**src/rtl/i2c_line_bridge_n.sv**
```systemverilog
// i2c_line_bridge_n
//   Joins N_PORTS open-drain segments of one I2C line (SDA or SCL). Each pad
//   level is synchronised and filtered. The first enabled port seen pulling
//   low becomes the owner, and the bridge then drives every other enabled
//   port low. When the owner lets go, all ports are released for HOLD ticks
//   so that the bridge's own echo can die away. If the owner stays low for
//   TIMEOUT ticks, the line is declared stuck and released until every
//   enabled port reads high again.
//
// Ports
//   clk    : single clock
//   rst_n  : asynchronous active-low reset (deassertion synchronised inside)
//   en     : per-port enable; a disabled port is always released and ignored
//   i      : pad levels, asynchronous to clk
//   t      : 1 = release pad (Z), 0 = drive pad low
//   owner  : index of the port holding the line (holds outside OWNED)
//   busy   : FSM in OWNED
//   stuck  : FSM in STUCK
module i2c_line_bridge_n #(
  parameter int N_PORTS = 2,
  parameter int DIV     = 6,
  parameter int FILT    = 2,
  parameter int HOLD    = 3,
  parameter int TIMEOUT = 4096,
  localparam int OW     = (N_PORTS > 2) ? $clog2(N_PORTS) : 1
) (
  input  logic               clk,
  input  logic               rst_n,
  input  logic [N_PORTS-1:0] en,
  input  logic [N_PORTS-1:0] i,
  output logic [N_PORTS-1:0] t,
  output logic [OW-1:0]      owner,
  output logic               busy,
  output logic               stuck
);

  localparam int CW = $clog2(DIV);
  localparam int TW = (TIMEOUT > 0) ? $clog2(TIMEOUT + 1) : 1;

  typedef enum logic [1:0] {IDLE, OWNED, RELEASE, STUCK} state_t;

  // Reset: assertion is immediate, release is aligned to clk
  logic [1:0] rst_sync;
  logic       rst_int;

  always_ff @(posedge clk or negedge rst_n) begin
    if (!rst_n) rst_sync <= 2'b00;
    else        rst_sync <= {rst_sync[0], 1'b1};
  end

  assign rst_int = rst_sync[1];

  // Tick divider
  logic [CW-1:0] div_cnt;
  logic          tick;

  assign tick = (div_cnt == CW'(DIV - 1));

  always_ff @(posedge clk or negedge rst_int) begin
    if (!rst_int)  div_cnt <= '0;
    else if (tick) div_cnt <= '0;
    else           div_cnt <= div_cnt + CW'(1);
  end

  // Pad synchronisers
  logic [N_PORTS-1:0] s_meta, s;

  always_ff @(posedge clk or negedge rst_int) begin
    if (!rst_int) begin
      s_meta <= '1;
      s      <= '1;
    end else begin
      s_meta <= i;
      s      <= s_meta;
    end
  end

  // Agreement filters: a level change must be seen on FILT consecutive ticks
  logic [N_PORTS-1:0] f;
  logic [3:0]         fcnt [N_PORTS];

  always_ff @(posedge clk or negedge rst_int) begin
    if (!rst_int) begin
      f <= '1;
      for (int k = 0; k < N_PORTS; k++) fcnt[k] <= 4'd0;
    end else if (tick) begin
      for (int k = 0; k < N_PORTS; k++) begin
        if (s[k] != f[k]) begin
          if (fcnt[k] + 4'd1 >= 4'(FILT)) begin
            f[k]    <= s[k];
            fcnt[k] <= 4'd0;
          end else begin
            fcnt[k] <= fcnt[k] + 4'd1;
          end
        end else begin
          fcnt[k] <= 4'd0;
        end
      end
    end
  end

  // Arbitration FSM
  state_t             state_q, state_d;
  logic [OW-1:0]      own_q, own_d, grant_idx;
  logic [N_PORTS-1:0] low_en;
  logic [TW-1:0]      tmo_q;
  logic [3:0]         hold_q;
  logic               tmo_hit, tmo_sat;

  assign low_en  = en & ~f;
  assign tmo_sat = (tmo_q == TW'(TIMEOUT));
  assign tmo_hit = (TIMEOUT != 0) &&
                   (({1'b0, tmo_q} + (TW+1)'(1)) >= (TW+1)'(TIMEOUT));

  // Descending scan so the lowest active index is the one that sticks
  always_comb begin
    grant_idx = '0;
    for (int k = N_PORTS - 1; k >= 0; k--) begin
      if (low_en[k]) grant_idx = OW'(k);
    end
  end

  always_comb begin
    state_d = state_q;
    own_d   = own_q;
    if (tick) begin
      case (state_q)
        IDLE: begin
          if (|low_en) begin
            state_d = OWNED;
            own_d   = grant_idx;
          end
        end
        OWNED: begin
          // Release wins over timeout when both happen on the same tick
          if (f[own_q] || !en[own_q]) state_d = RELEASE;
          else if (tmo_hit)           state_d = STUCK;
        end
        RELEASE: begin
          if (hold_q == 4'(HOLD - 1)) state_d = IDLE;
        end
        STUCK: begin
          if (low_en == '0) state_d = IDLE;
        end
        default: state_d = IDLE;
      endcase
    end
  end

  always_ff @(posedge clk or negedge rst_int) begin
    if (!rst_int) begin
      state_q <= IDLE;
      own_q   <= '0;
    end else begin
      state_q <= state_d;
      own_q   <= own_d;
    end
  end

  always_ff @(posedge clk or negedge rst_int) begin
    if (!rst_int) begin
      tmo_q  <= '0;
      hold_q <= 4'd0;
    end else if (tick) begin
      if (state_q != OWNED && state_d == OWNED) tmo_q <= '0;
      else if (state_q == OWNED && !tmo_sat)    tmo_q <= tmo_q + TW'(1);
      if (state_q == RELEASE) hold_q <= hold_q + 4'd1;
      else                    hold_q <= 4'd0;
    end
  end

  // Registered outputs, one clk behind the state register
  always_ff @(posedge clk or negedge rst_int) begin
    if (!rst_int) begin
      t     <= '1;
      owner <= '0;
      busy  <= 1'b0;
      stuck <= 1'b0;
    end else begin
      busy  <= (state_q == OWNED);
      stuck <= (state_q == STUCK);
      if (state_q == OWNED) begin
        owner <= own_q;
        t     <= ~en | (N_PORTS'(1) << own_q);
      end else begin
        t     <= '1;
      end
    end
  end

endmodule
```
**config.mk**
```make
export PLATFORM = sky130hd
export DESIGN_NAME = i2c_line_bridge_n
export DESIGN_NICKNAME = d
export VERILOG_FILES = /design/src/rtl/i2c_line_bridge_n.sv
export SDC_FILE = /design/constraint.sdc
export NUM_CORES = 1
export LEC_CHECK = 0
export ABC_CLOCK_PERIOD_IN_PS = 1700
export CAP_MARGIN = 40
export CORE_ASPECT_RATIO = 1.4
export CORE_MARGIN = 5
export CORE_UTILIZATION = 45
export DETAILED_ROUTE_END_ITERATION = 8
export PLACE_DENSITY = 0.62
export SYNTH_ARGS = -nofsm -noshare
export SYNTH_HDL_FRONTEND = slang
export SYNTH_SLANG_ARGS = --single-unit
```
**constraint.sdc**
```tcl
create_clock -name clk -period 1.7 [get_ports clk]
set_input_delay 0.255 -clock clk [delete_from_list [all_inputs] [get_ports clk]]
set_output_delay 0.255 -clock clk [all_outputs]
set_load 0.02 [all_outputs]
```
Word-level counts from Yosys, hierarchy flattened --
Cells that the tools add are included.
Storage, ports and cells: input bits 6, logic and storage cells 76, register bits 44, output and inout bits 5
Cells by class: equal/unequal tests 10, magnitude comparators 4, $add $sub $neg 6, bitwise gates (word level) 4, shift-type cells 1, muxes and demuxes 22, reduce and logical (&&, ||, !) cells 13
Operators by type and width (number):
- 13-bit two-way mux | 2
- 4-bit two-way mux | 5
- 13-bit by 1-bit adder with 14-bit output (second input constant) | 1
- 14-bit by 13-bit >= comparator with 1-bit output (second input constant) | 1
- 2-bit two-way mux | 7
- 13-bit by 1-bit adder with 13-bit output (second input constant) | 1
- 13-bit equality test (second input constant) | 1
- 4-bit by 1-bit adder with 4-bit output (second input constant) | 3
- 3-bit AND reduction | 3
- 4-bit by 2-bit >= comparator with 1-bit output (second input constant) | 2
- 2-bit one-hot mux with 4 select lines | 1
- 1-bit two-way mux | 6
- 2-bit by 1-bit equality test with 1-bit output (second input constant) | 2
- 2-bit equality test (second input constant) | 2
- 4-bit by 2-bit equality test with 1-bit output (second input constant) | 1
- 2-bit logical NOT | 2
- 2-bit inverter | 2
- 3-bit by 1-bit adder with 3-bit output (second input constant) | 1
- 3-bit equality test (second input constant) | 1
- 3-bit two-way mux | 1
- 2-bit bitwise AND | 1
- 1-bit logical AND | 2
- 1-bit logical NOT | 2
- 1-bit by 2-bit < comparator with 1-bit output (second input constant) | 1
- other kinds (8) | 9

Depth between registers and ports, before layout --
Gate-level depths: netlist of the first run.
depth in word-level cells 11, mapped depth 7, depth with buffers taken out 6

Worst setup path after synthesis of the first run --
Ideal clock, no wire load.
path kind reg2reg, start reg tmo_q[0], end reg tmo_q[8], buffers on the path 1, data required time 1621 ps, setup slack 163 ps, clock period less this slack 1537 ps, library setup time 79 ps, cell stages (with the launch flop) 8, data arrival time 1457 ps, cell sequence dfrtp_1 inv_1 ha_1 nor4bb_1 and3_1 buf_2 nor4b_2 mux2i_1
On the way: longest elaborated chain between the ends 10, elaborated cells between the ends (all ways) 16, classes of those cells add/sub: 2; order compare: 1; eq/ne: 2; mux: 6; reduce/logical: 5
Ends and longest elaborated chain:
- start: declaration | line 106 | logic [TW-1:0] tmo_q;
- start signal: assignment | line 166 | else if (state_q == OWNED && !tmo_sat) tmo_q <= tmo_q + TW'(1);
- 13-bit by 1-bit adder with 14-bit output | line 113 | (({1'b0, tmo_q} + (TW+1)'(1)) >= (TW+1)'(TIMEOUT));
- 14-bit by 13-bit >= comparator with 1-bit output | line 113
- 2-bit two-way mux | line 137 | else if (tmo_hit) state_d = STUCK;
- 2-bit two-way mux | line 136 | if (f[own_q] || !en[own_q]) state_d = RELEASE;
- 2-bit one-hot mux with 4 select lines | line 127 | case (state_q)
- 2-bit two-way mux | line 126 | if (tick) begin
- 2-bit by 1-bit equality test with 1-bit output | line 165 | if (state_q != OWNED && state_d == OWNED) tmo_q <= '0;
- 1-bit logical AND | line 165
- 2-bit nonzero test (no source line)
- 2-bit AND reduction (no source line)
Several ways; a longest one is shown, not always the timed one. The select of a mux whose other input is x is not followed. A chain may end at the register's enable or synchronous reset.

Worst setup path after layout of the first run --
start reg t[1], end out t[1]
RTL lines:
- start: declaration | line 31 | output logic [N_PORTS-1:0] t,
- start signal: assignment | line 184 | t <= ~en | (N_PORTS'(1) << own_q);
No word-level cell between the ends.

==> metrics.cfg, run 1 <==
[final_layout]
drive_above_1_share = 0.1947
final_nets = 239
fin_cells = 290
utilization = 0.5313
multiInputGateArea_um2 = 1066
num_antenna_cells = 0
seqCellArea_um2 = 1111
fin_area_um2 = 2572
syn_to_final_growth_pct = 15.18
nFillCells = 434

[yosys]
yosys_warnings = 0
synth_top_area_frac = 0.4034
synth_area_um2 = 2233
ys_types = 54
yosys.area.top_type = dfrtp_1
ys_async_sr_fraction = 1.000
synth.area.top_cells = dfrtp_1 40%, dfstp_2 9.4%, ha_1 4.5%, nand2_1 3.9%, mux2i_1 3.6%
synth-seq-cells = 44
yosysSeqAreaShare = 0.4975
synthFlopType = dfrtp_1
syn_nets = 217
synth.most_common_cell = dfrtp_1
syn_inst = 203
synthTopCellsByCount = 36 x dfrtp_1, 23 x nand2_1, 10 x o21ai_0
avgSynthCellArea_um2 = 11.00
synth_edf_count = 0

[die]
num_rows = 30
fp.dieW_um = 69.54
die-area_um2 = 6492
start_util = 0.4612
io_pins = 11
die_h_um = 93.36
core_area_um2 = 4842

[power]
p_sw_mw = 0.7335
pwr-share-comb = 0.206
irDropWorstVdd_uv = 584.0
power_frac_seq = 0.518
intPower_mw = 1.831
power_mw = 2.565
swShare = 0.2860
power.density_nw_per_um2 = 997.1
p_leak_nw = 1.160
p_clk_frac = 0.276

[clocking]
cts_tree = built
root_buffer = clkbuf_8
clkSinkCount = 44
clk_pin_slew_ns = 0.08
ctsHtreeMaxLevel = 2
post_cts_buffers = 0
hold_buffers = 0
cts_made_buffers = 5
insertion_delay_ns = 0.29
cts.path.max_buffers = 2

[timing]
timing.final.max_slew_violations = 0
min_period_over_period = 0.9744
slew_headroom = 0.6548
fin_skew_ns = 0.009240
setup_violations = 0
layout_min_cycle_time_ns = 1.656
hold_viol = 0
worstMarginPinSlew_ns = 0.5178
worst_slack_ns = 0.04360
fmaxAchievable_mhz = 603.7

[route]
drtPass1Iterations = 5
viasPerCell = 5.486
wl_per_cell_um = 14.74
drc_errors = 0
drt_wl_total_mm = 4.274
antenna_left = 0
vias = 1591
drtIter0Drc = 55

[critical_path]
cp-start-kind = flop
crit_slowest_cell = clkdlybuf4s50_1
critPathMaxStageDelay_ns = 0.59
reg2reg_from = tmo_q[0]
ff2ff_path_depth = 6
path_delay_family = buffers and inverters
crit_path_end_kind = primary output
worstPathArrival_ns = 1.40
worstPathRequired_ns = 1.44
timing.rr.end = tmo_q[2]
crit_type = flop to primary output
path_cells = clkdlybuf4s50_1
rrSetupSlack_ns = 0.11
path_max_fanout = 1
cp_num_buf_inv = 1

[grt]
grtUsageTotal = 0.1366
grt_antenna_before_repair = 0
grt_pass1_vias = 1604
grt_pass1_wl_mm = 7.086
grt_overflow_total = 0
grt_max_degree = 43

[place]
port_buffers = 10
routabilityCongestion = 0.8747
dpl-instance-area_um2 = 2449
placed_cells = 282
dp_slack_ns = -0.2501
place_hpwl_mm = 2.983

[flow_run]
drv_cap = 0

[run_status]
status = finished, final reports clean

[worst_hold_path]
hold_path.class = primary input to asynchronous set/reset pin

routing by layer:
metal / part of all wire / track usage / routed length, µm / vias up
li1: - / - / - / 770
met2: 0.53 / 0.2365 / 2248 / 31
met3: 0.027 / 0.03118 / 116 / 8
met5: 0 / 0 / 0 / -
met1: 0.43 / 0.1609 / 1826 / 782
met4: 0.019 / 0.06026 / 82 / 0
power by group through the flow:
| stage | sequential (mW) | clock [mW] | combinational (mW) |
|---|---|---|---|
| 2_1_floorplan | 1.36 | 0 | 0.306 |
| 3_3_place_gp | 1.33 | 0 | 0.496 |
| 3_5_place_dp | 1.35 | 0 | 0.530 |
| 4_1_cts | 1.33 | 0.730 | 0.532 |
| 5_1_grt | 1.35 | 0.771 | 0.600 |
| 6_report | 1.33 | 0.708 | 0.529 |
sequential cells by signal, indices dropped and copies added (netlist names):
register	flops
s_meta	2
rst_sync	2
f	2
fcnt	8
own_q	1
state_q	2
owner	1
s	2
t	2
busy	1
hold_q	4
stuck	1
div_cnt	3
tmo_q	13
final cells by class:
cell class,count,area share
flip-flops and latches,44,0.4319
multi-input cells,145,0.4144
repair buffers,21,0.07198
clock buffers,8,0.03891
well taps,64,0.03113
inverters,8,0.01167
metrics by stage:
step	hold WS, ns	TNS, ns
after floorplan	-0.04059	0
after global placement	0.3245	-0.8605
after global routing	0.1210	-0.02078
final	0.1252	0
after detailed placement	0.3336	-1.244
after CTS	0.1196	0
logic make-up after synthesis:
logic type / synth area share
flops: 0.4975
other cells: 0.001679
buf+inv: 0.03473
xor+xnor: 0.01569
compound gates: 0.1193
fa+ha+maj: 0.04482
mux: 0.05098
simple gates: 0.2353
what timing repair did:
item	in CTS	in global routing
hold endpoints to repair	0	0
gates resized for setup	0	7
endpoints found under the setup margin	0	9
placed cells by master, fill, tap and decap left out, drive strengths merged, types with 4 or more instances in the layout:
cell and n:
ha 8, and2 5, mux2i 8, clkdlybuf4s50 9
nand2b 7, nor2 6, nor4 4, nand2 24
nand4 5, nor3 6, inv 8, dfrtp 36
o21ai 11, nand3 5, a21oi 6, dfstp 8
clkbuf 8, buf 11, nand3b 5
worst max-delay path by stage:
stage | slack, ns | endpoint | cells past startpoint | from
2_1_floorplan | 0.16 | tmo_q[8] | 7 | tmo_q[0]
3_3_place_gp | -0.20 | state_q[1] | 5 | en[0]
3_5_place_dp | -0.25 | state_q[1] | 5 | en[0]
4_1_cts | 0.02 | t[0] | 1 | t[0]
6_report | 0.04 | t[1] | 1 | t[1]
5_1_grt | -0.01 | tmo_q[10] | 6 | tmo_q[0]
(Power assumes the default switching activity.)
==> run 2, diff against run 1 <==
--- a/config.mk
+++ b/config.mk
@@ -5,12 +5,13 @@
 export SDC_FILE = /design/constraint.sdc
 export NUM_CORES = 1
 export LEC_CHECK = 0
-export ABC_CLOCK_PERIOD_IN_PS = 1700
+export ABC_CLOCK_PERIOD_IN_PS = 1400
 export CAP_MARGIN = 40
 export CORE_ASPECT_RATIO = 1.4
 export CORE_MARGIN = 5
 export CORE_UTILIZATION = 45
 export DETAILED_ROUTE_END_ITERATION = 8
+export DONT_BUFFER_PORTS = 1
 export PLACE_DENSITY = 0.62
 export SYNTH_ARGS = -nofsm -noshare
 export SYNTH_HDL_FRONTEND = slang
==> constraint.sdc (replaced) <==
create_clock -name clk -period 1.4 [get_ports clk]
set_input_delay 0.21 -clock clk [delete_from_list [all_inputs] [get_ports clk]]
set_output_delay 0.21 -clock clk [all_outputs]
set_load 0.02 [all_outputs]
==> run 2 against run 1 <==
The run now ends with setup timing left; hold slack better by 0.012 ns; sequential share of layout area is 6.4 points lower; critical path depth is 6 higher; wire length is 24% higher; via count is 12% higher; global-route usage is 3.2 points higher; clock skew is 0.0044 ns lower; flip-flop and latch count stayed put; power is 35% higher; die area stayed put; largest power group unchanged.
==> metrics.cfg, run 2 (synthesized netlist as in run 1, its figures left out) <==
[final_layout]
final_cell_mix = 41 x buf_4, 30 x dfrtp_1, 21 x nand2_1, 8 x mux2i_1, 8 x dfstp_2  ; was 36 x dfrtp_1, 23 x nand2_1, 11 x buf_4, 9 x o21ai_0, 9 x clkdlybuf4s50_1
num_antenna_cells = 0  ; unchanged
top_register = tmo_q  ; unchanged
final_nets = 270  ; was 239
largest_reg_flops = 13  ; unchanged
mostFrequentLayoutCell = buf_4  ; was dfrtp_1
largestRegisters = tmo_q x13, fcnt x8, hold_q x4  ; unchanged
fin_area_um2 = 3044  ; was 2572 µm²
syn_to_final_growth_pct = 36.30  ; was 15.18%
drive_above_1_share = 0.4358  ; was 0.1947
utilization = 0.6287  ; was 0.5313

[power]
p_sw_mw = 1.032  ; was 0.7335 mW
power_frac_seq = 0.480  ; was 0.518
swShare = 0.2976  ; was 0.2860
irDropWorstVdd_uv = 629.2  ; was 584.0 µV
p_leak_nw = 1.379  ; was 1.160 nW
pwr-share-comb = 0.241  ; was 0.206
intPower_mw = 2.436  ; was 1.831 mW
power.density_nw_per_um2 = 1139  ; was 997.1 nW/µm²
power_mw = 3.468  ; was 2.565 mW
p_clk_frac = 0.279  ; was 0.276

[grt]
busiest_layer = met2  ; unchanged
gr-usage-met2 = 0.3344  ; was 0.2365
grt_pass1_vias = 1857  ; was 1,604
use_met3 = 0.03011  ; was 0.03118
grt_max_degree = 43  ; unchanged
grtUsageTotal = 0.1683  ; was 0.1366
grt_pass1_wl_mm = 8.569  ; was 7.086 mm
grt_util_met1 = 0.1689  ; was 0.1609
grt_overflow_total = 0  ; unchanged
grt_antenna_before_repair = 0  ; unchanged

[critical_path]
worstPathArrival_ns = 1.86  ; was 1.40 ns
crit_path_end_kind = flop  ; was primary output
crit_type = flop to flop  ; was flop to primary output
path_max_fanout = 8  ; was 1
rrSetupSlack_ns = -0.24  ; was 0.11 ns
cp-start-kind = flop  ; unchanged
worstPathRequired_ns = 1.61  ; was 1.44 ns

[clocking]
cts_made_buffers = 5  ; unchanged
ctsHtreeMaxLevel = 2  ; unchanged
cts.path.max_buffers = 2  ; unchanged
clkSinkCount = 44  ; unchanged
insertion_delay_ns = 0.29  ; about the same
clk_pin_slew_ns = 0.08  ; about the same
root_buffer = clkbuf_8  ; unchanged
cts_tree = built  ; unchanged

[die]
die-area_um2 = 6492  ; unchanged
io_pins = 11  ; unchanged
fp.dieW_um = 69.54  ; unchanged
start_util = 0.4612  ; unchanged
die_h_um = 93.36  ; unchanged
core_area_um2 = 4842  ; unchanged
num_rows = 30  ; unchanged

[worst_hold_path]
hold_path.class = primary input to asynchronous set/reset pin  ; unchanged

[timing]
worst_slack_ns = -0.2429  ; was 0.04360 ns
layout_min_cycle_time_ns = 1.643
slew_headroom = 0.6474  ; was 0.6548
setup_violations = 17  ; was 0
hold_viol = 0  ; unchanged
min_period_over_period = 1.174
timing.final.max_slew_violations = 0  ; unchanged
fin_hold_ws_ns = 0.1367  ; was 0.1252 ns
worstMarginPinSlew_ns = 0.5289  ; was 0.5178 ns
fmaxAchievable_mhz = 608.7
rsz0062_at_grt = yes
fin_skew_ns = 0.004887  ; was 0.009240 ns

[place]
dpl-instance-area_um2 = 2567  ; was 2449 µm²
dp_slack_ns = -0.2509  ; was -0.2501 ns
routabilityCongestion = 0.8189  ; was 0.8747
port_buffers = 0  ; was 10
place_hpwl_mm = 3.544  ; was 2.983 mm

[route]
vias = 1782  ; was 1,591
antenna_left = 0  ; unchanged
drt_wl_total_mm = 5.292  ; was 4.274 mm
viasPerCell = 5.551  ; was 5.486
drtPass1Iterations = 4  ; was 5
wl_per_cell_um = 16.49  ; was 14.74 µm
drtIter0Drc = 105  ; was 55
drc_errors = 0  ; unchanged

[flow_run]
drv_cap = 0  ; unchanged

[run_status]
failed_checks = setup timing
status = finished with violations  ; was finished, final reports clean

==> run 2: repair_timing <==
| item | in CTS | in global routing |
|---|---|---|
| cloned | 2 | 0 |
| pin swaps | 7 | 10 |
| setup buffers | 6 | 4 |
| gates resized for setup | 30 | 25 |
| endpoints found under the setup margin | 19 | 23 |
| hold buffers | 5 | 0 |
| hold endpoints to repair | 6 | 0 |
==> run 2: routing by layer <==
layer	wire length (µm)	share of wire
met1	2145	0.41
met4	85	0.016
met3	111	0.021
met2	2949	0.56
met5	0	0
==> run 2: final cells by class <==
type / instances / area [µm²]
clock buffer: 5 / 68.82
clock inverter: 3 / 42.54
fill: 394 / 1798
inverter: 8 / 30.03
multi-input combinational: 146 / 1251
sequential: 44 / 1119
tap: 64 / 80.08
timing repair buffer: 51 / 452.9
==> run 2: critical path, cell delays in order (launching register included) <==
cell and delay, ns:
dfrtp_1 0.41, inv_1 0.06, ha_2 0.18, nor4bb_4 0.15
and3_1 0.16, buf_6 0.15, nor3_1 0.21, mux2i_1 0.24
==> run 2: worst paths after layout <==
| kind | endpoint | cells after the start | from |
|---|---|---|---|
| max reg2reg | tmo_q[4] | 7 | tmo_q[0] |
| min reg2reg | fcnt[3] | 1 | rst_sync[1] |
| min | rst_sync[1] | 1 | rst_n |
| max in group asynchronous | t[0] | 1 | rst_sync[1] |
| max | tmo_q[4] | 7 | tmo_q[0] |
| min in group clk | own_q | 3 | en[0] |
==> run 2: stage by stage <==
stage	TNS (ns)	instances
global placement	-1.419	297
CTS	-1.821	318
detailed placement	-2.411	297
global route	-3.335	321
floorplan	-0.7181	203
finish	-2.242	321
==> run 2: power by group through the flow <==
stage	registers [mW]	logic [mW]	clock network, mW
2_1_floorplan	1.65	0.382	0
3_3_place_gp	1.65	0.605	0
3_5_place_dp	1.67	0.650	0
4_1_cts	1.65	0.778	0.987
5_1_grt	1.69	0.917	1.04
6_report	1.66	0.837	0.967
